File: config.mk
export PLATFORM = sky130hd
export DESIGN_NAME = cell_mem_ctrl
export DESIGN_NICKNAME = d
export VERILOG_FILES = /design/src/rtl/cell_mem_ctrl.sv
export SDC_FILE = /design/constraint.sdc
export NUM_CORES = 1
export LEC_CHECK = 0
export CELL_PAD_IN_SITES_DETAIL_PLACEMENT = 2
export CELL_PAD_IN_SITES_GLOBAL_PLACEMENT = 2
export CORE_AREA = 2 2 161 163
export DETAILED_ROUTE_END_ITERATION = 10
export DIE_AREA = 0 0 163 165
export GPL_TIMING_DRIVEN = 0
export PLACE_DENSITY_LB_ADDON = 0.1
export SLEW_MARGIN = 10
export SYNTH_ARGS = -nofsm -noshare
export SYNTH_HDL_FRONTEND = slang
export SYNTH_SLANG_ARGS = --single-unit
File: constraint.sdc
create_clock -name clock -period 3.9 [get_ports clock]
set_input_delay 0.975 -clock clock [delete_from_list [all_inputs] [get_ports clock]]
set_output_delay 0.975 -clock clock [all_outputs]
set_load 0.05 [all_outputs]
File: src/rtl/cell_mem_ctrl.sv
// ---------------------------------------------------------------------------
// cell_mem_ctrl
//
// Request-side controller for the single-port cell RAM (registered read
// address, one-cycle read latency). Accepts read / write / alloc requests
// from the reduction core, drives the RAM pins from registers, waits out the
// RAM read latency and returns exactly one response per accepted request.
// A bump-pointer allocator hands out fresh cell addresses for alloc requests.
//
// Handshake: a request transfers on a rising edge where req_valid and
// req_ready are both high. The requester holds req_op/req_addr/req_data
// stable while req_valid is high and req_ready is low. req_ready is high only
// while the controller is IDLE. Responses are a single-cycle rsp_valid pulse
// with no backpressure; rsp_err qualifies that pulse.
//
// Ports
//   clock, reset_n          clock, asynchronous active-low reset
//   req_valid/ready         request handshake
//   req_op                  00 read, 01 write, 10 alloc, 11 reserved (error)
//   req_addr, req_data      target address (read/write), payload (write/alloc)
//   free_clear              rewinds the free pointer to FREE_BASE (IDLE only)
//   rsp_valid/data/addr/err response pulse and its fields
//   free_ptr, heap_full     allocator pointer and its exhaustion flag
//   mem_data/address/wren   registered RAM drive
//   mem_q                   RAM read data
//   dbg_state               current controller state (0 IDLE, 1 ISSUE, 2 WAIT)
// ---------------------------------------------------------------------------
module cell_mem_ctrl #(
    parameter int DATA_W    = 68,
    parameter int ADDR_W    = 10,
    parameter int FREE_BASE = 0,
    parameter int MEM_TOP   = 1023
) (
    input  logic              clock,
    input  logic              reset_n,
    input  logic              req_valid,
    output logic              req_ready,
    input  logic [1:0]        req_op,
    input  logic [ADDR_W-1:0] req_addr,
    input  logic [DATA_W-1:0] req_data,
    input  logic              free_clear,
    output logic              rsp_valid,
    output logic [DATA_W-1:0] rsp_data,
    output logic [ADDR_W-1:0] rsp_addr,
    output logic              rsp_err,
    output logic [ADDR_W:0]   free_ptr,
    output logic              heap_full,
    output logic [DATA_W-1:0] mem_data,
    output logic [ADDR_W-1:0] mem_address,
    output logic              mem_wren,
    input  logic [DATA_W-1:0] mem_q,
    output logic [1:0]        dbg_state
);

    typedef enum logic [1:0] {
        IDLE  = 2'd0,
        ISSUE = 2'd1,
        WAIT  = 2'd2
    } state_t;

    localparam logic [1:0] OP_READ  = 2'b00;
    localparam logic [1:0] OP_WRITE = 2'b01;
    localparam logic [1:0] OP_ALLOC = 2'b10;
    localparam logic [1:0] OP_RSVD  = 2'b11;

    // Pointer-width copies of the parameters so every compare is unsigned
    // and width-matched; the pointer has one spare bit to express "full".
    localparam logic [ADDR_W:0] TOP_W   = (ADDR_W+1)'(MEM_TOP);
    localparam logic [ADDR_W:0] BASE_W  = (ADDR_W+1)'(FREE_BASE);
    localparam logic [ADDR_W:0] PTR_ONE = (ADDR_W+1)'(1);

    state_t            state;
    logic [1:0]        op_q;
    logic [ADDR_W-1:0] addr_q;
    logic              err_q;

    logic              accept;
    logic              addr_bad;
    logic              req_err;
    logic              req_stores;
    logic [ADDR_W-1:0] tgt_addr;

    assign req_ready = (state == IDLE);
    assign heap_full = (free_ptr > TOP_W);
    assign dbg_state = state;

    always_comb begin
        accept     = req_valid && (state == IDLE);
        addr_bad   = ({1'b0, req_addr} > TOP_W);
        tgt_addr   = (req_op == OP_ALLOC) ? free_ptr[ADDR_W-1:0] : req_addr;
        req_err    = (req_op == OP_RSVD)
                   || (((req_op == OP_READ) || (req_op == OP_WRITE)) && addr_bad)
                   || ((req_op == OP_ALLOC) && heap_full);
        req_stores = !req_err && ((req_op == OP_WRITE) || (req_op == OP_ALLOC));
    end

    always_ff @(posedge clock or negedge reset_n) begin
        if (!reset_n) begin
            state       <= IDLE;
            op_q        <= OP_READ;
            addr_q      <= '0;
            err_q       <= 1'b0;
            free_ptr    <= BASE_W;
            rsp_valid   <= 1'b0;
            rsp_err     <= 1'b0;
            rsp_data    <= '0;
            rsp_addr    <= '0;
            mem_wren    <= 1'b0;
            mem_address <= '0;
            mem_data    <= '0;
        end else begin
            // rsp_valid is a pulse: only the response edge raises it.
            rsp_valid <= 1'b0;
            case (state)
                IDLE: begin
                    if (accept) begin
                        op_q        <= req_op;
                        addr_q      <= tgt_addr;
                        err_q       <= req_err;
                        mem_address <= tgt_addr;
                        mem_data    <= req_data;
                        mem_wren    <= req_stores;
                        if (!req_err && (req_op == OP_ALLOC)) begin
                            free_ptr <= free_ptr + PTR_ONE;
                        end
                        state <= ISSUE;
                    end
                    // Placed after the alloc bump so a coincident clear wins:
                    // the alloc still used the old pointer value above.
                    if (free_clear) begin
                        free_ptr <= BASE_W;
                    end
                end
                ISSUE: begin
                    // The RAM samples wren/address/data on this edge.
                    mem_wren <= 1'b0;
                    if ((op_q == OP_READ) && !err_q) begin
                        state <= WAIT;
                    end else begin
                        state     <= IDLE;
                        rsp_valid <= 1'b1;
                        rsp_addr  <= addr_q;
                        rsp_err   <= err_q;
                        rsp_data  <= '0;
                    end
                end
                WAIT: begin
                    // mem_q now holds the word addressed on the ISSUE edge.
                    state     <= IDLE;
                    rsp_valid <= 1'b1;
                    rsp_addr  <= addr_q;
                    rsp_err   <= 1'b0;
                    rsp_data  <= mem_q;
                end
                default: begin
                    state <= IDLE;
                end
            endcase
        end
    end

endmodule

==> results.sh <==
export IMPL_worstSetupStartpointType="flip-flop"
export IMPL_wl_per_cell_um=20.7
export IMPL_rsz0062_at_grt="no"
export IMPL_synth_warnings=0
export IMPL_viasPerCell=4.68
export IMPL_met3_length_um=1960
export IMPL_postCtsHoldBufs=0
export IMPL_leakage_nw=4.77
export IMPL_cts_resized=0
export IMPL_finClkSkew_ns=0.0167
export IMPL_fill_cells=2486
export IMPL_wl_met1_um=9240
export IMPL_report_final_slew_viol_count=0
export IMPL_crit_type="reg2out"
export IMPL_clk_latency_ns=0.43
export IMPL_min_to="rsp_addr[2]"
export IMPL_fmax_mhz=275
export IMPL_clk_pin_slew_ns=0.07
export IMPL_vdd_ir_drop_max_uv=396
export IMPL_grt_pass1_wl_um=37000
export IMPL_drive_above_1_share=0.183
export IMPL_hp_start="rsp_addr[2]"
export IMPL_rows=58
export IMPL_cap_violations=0
export IMPL_tritoncts_num_buffers=17
export IMPL_dp_hpwl_um=18400
export IMPL_portBuffers=324
export IMPL_syn_area_per_cell_um2=14.5
export IMPL_cts_sink_count=175
export IMPL_path_buf_inv=1
export IMPL_crit_family="buffers and inverters"
export IMPL_met2WireLength_um=12500
export IMPL_synthToLayoutAreaGrowth_pct=61.3
export IMPL_power_density_nw_per_um2=966
export IMPL_antenna_found_initial=0
export IMPL_slew_headroom=0.586
export IMPL_reg2regPathDepth=7
export IMPL_path_max_fanout=7
export IMPL_setup_viol_count_final=0
export IMPL_top_layer="met4"
export IMPL_fin_crit_sh=0.932
export IMPL_yosysSeqAreaShare=0.629
export IMPL_synth_nets=639
export IMPL_regToRegEndpoint="mem_data[53]"
export IMPL_ios=326
export IMPL_r2r_slack_ns=1.79
export IMPL_drt_total_wl_um=24200
export IMPL_gr_total_overflow=0
export IMPL_min_delay_path_class="reg2reg"
export IMPL_status="finished, final reports clean"
export IMPL_grtUsageTotal=0.182
export IMPL_drtIter0Drc=169
export IMPL_hold_violations=0
export IMPL_cp_end_kind="output pin"
export IMPL_async_flop_share=1.00
export IMPL_post_cts_setup_buffers=0
export IMPL_grt_pass1_vias=6257
export IMPL_cts_root_buf="clkbuf_16"
export IMPL_clockBufferDepth=2
export IMPL_worst_slack_ns=0.265
export IMPL_drc=0
export IMPL_num_vias=5465
export IMPL_netlist_area_um2=6960
export IMPL_htreeDepth=4
export IMPL_critical_path_max_stage_delay_ns=0.88
export IMPL_dpl_worst_slack_ns=0.719
export IMPL_first_pass_iters=4
export IMPL_min_path_cells=1
export IMPL_layout_min_cycle_time_ns=3.63
export IMPL_reg2reg_from="dbg_state[0]"
export IMPL_synth_edf_count=0
export IMPL_cts_tree="yes"
export IMPL_coreArea_um2=25000
export IMPL_die_area_um2=26900
export IMPL_ys_types=46
export IMPL_die_h_um=165
export IMPL_grt_max_degree=99
export IMPL_final_util=0.448
export IMPL_cp_slowest_cell="clkdlybuf4s50_1"
export IMPL_fin_nets=983
export IMPL_ys_ff_latch=175
export IMPL_postRouteAntennaNets=0
export IMPL_start_util=0.278
export IMPL_diodes=0
export IMPL_gp_congestion=0.773
export IMPL_syn_inst=481
export IMPL_path_cells="ha_1, and4_4, o41ai_4, clkdlybuf4s50_1"
export IMPL_worst_ep_arrival_time_ns=2.66
export IMPL_die_x_um=163
export IMPL_ys_flop_type="dfrtp_1"
export IMPL_tightest_slew_ns=0.621
export IMPL_critical_path_required_ns=2.92
==> worst reg2reg max path, cell delays in order, from the launching register on <==
cell,delay [ns]
dfrtp_1,0.39
inv_1,0.09
ha_1,0.21
buf_2,0.20
nand2_1,0.16
buf_2,0.25
buf_2,0.30
mux2_2,0.38
==> layout by cell type, fill, tap and decap left out, types with 2 or more instances in the layout <==
cell type / n
clkdlybuf4s50_1: 323
dfrtp_1: 175
mux2_2: 74
a22o_1: 70
buf_2: 23
nand2_1: 20
clkbuf_16: 17
o21ai_0: 13
mux2i_1: 12
inv_1: 8
nor2_1: 7
a21oi_1: 7
inv_6: 7
ha_1: 6
mux2_1: 5
nor2b_1: 4
clkbuf_1: 4
nor3_1: 4
inv_8: 4
buf_4: 3
nor4_2: 3
a31oi_1: 3
xnor2_1: 3
nor3_2: 2
nand3_4: 2
buf_6: 2
nand3_1: 2
nor4_1: 2
a211oi_1: 2
o22ai_1: 2
o2bb2ai_1: 2
nand2b_1: 2
o311ai_1: 2
==> cell type report <==
class | count | area (um^2) | share of cell area
clock inverters | 14 | 136 | 0.0121
plain buffers | 34 | 184 | 0.0164
flip-flops and latches | 175 | 4380 | 0.390
multi-input cells | 264 | 2370 | 0.211
inverters | 8 | 30.0 | 0.00267
repair buffers | 325 | 3280 | 0.292
well taps | 330 | 413 | 0.0368
clock buffers | 18 | 439 | 0.0391
==> cell usage after synthesis, types with 3 or more instances <==
| library cell | number | area share |
|---|---|---|
| a31oi_1 | 3 | 0.0027 |
| a21oi_1 | 7 | 0.0050 |
| inv_1 | 8 | 0.0043 |
| nor3_1 | 4 | 0.0029 |
| nand2_1 | 20 | 0.011 |
| buf_4 | 3 | 0.0032 |
| mux2_1 | 5 | 0.0081 |
| dfrtp_1 | 175 | 0.63 |
| ha_1 | 6 | 0.011 |
| o21ai_0 | 13 | 0.0093 |
| clkbuf_1 | 4 | 0.0022 |
| mux2i_1 | 12 | 0.017 |
| nor2b_1 | 4 | 0.0036 |
| mux2_2 | 74 | 0.12 |
| buf_2 | 23 | 0.017 |
| a22o_1 | 70 | 0.088 |
| xnor2_1 | 3 | 0.0038 |
| nor2_1 | 7 | 0.0038 |
| nor4_2 | 3 | 0.0054 |
==> worst max-delay path by stage <==
stage / end / cells past startpoint / start
6_report: heap_full / 4 / free_ptr[0]
5_1_grt: heap_full / 4 / free_ptr[0]
4_1_cts: heap_full / 4 / free_ptr[0]
3_5_place_dp: heap_full / 4 / free_ptr[0]
3_3_place_gp: mem_data[30] / 1 / reset_n
2_1_floorplan: heap_full / 3 / free_ptr[0]
==> cells by family (layout without fill, tap and decap cells) <==
logic type,count (synthesis),count (layout),share of synthesized area
compound gates,108,108,0.127
xor+xnor,3,3,0.00377
fa+ha+maj,6,6,0.0108
buf+inv,42,399,0.0307
flops,175,175,0.629
mux,91,91,0.145
simple gates,56,56,0.0534
==> layer usage <==
layer,global-route usage,up-vias
met2,0.318,217
met5,0,-
met3,0.0635,28
met1,0.205,2777
li1,-,2443
met4,0.0648,0
==> sequential cells by signal, summed over array words and instances (netlist names) <==
name and count:
rsp_valid 1, mem_wren 1, rsp_data 68, addr_q 10, free_ptr 11, op_q 2, rsp_addr 10, mem_data 68
rsp_err 1, err_q 1, dbg_state 2
==> per-stage QoR <==
step                      cells  hold slack, ns  instance area, um^2  total power, mW  TNS [ns]
after global placement     1135           0.478                10600             9.08   -964.16
after floorplan             481           0.470                 6960             6.91         0
final                      1168           0.494                11200             10.8         0
after CTS                  1168           0.503                11200             11.0         0
after global routing       1168           0.514                11200             11.4         0
after detailed placement   1136           0.486                10700             9.24         0
==> report_power, final <==
group | internal, mW | switching, mW
registers | 2.57 | 0.459
logic | 2.16 | 3.96
clock network | 0.871 | 0.823
total | 5.60 | 5.24
Power figures use the tool's default switching activity.
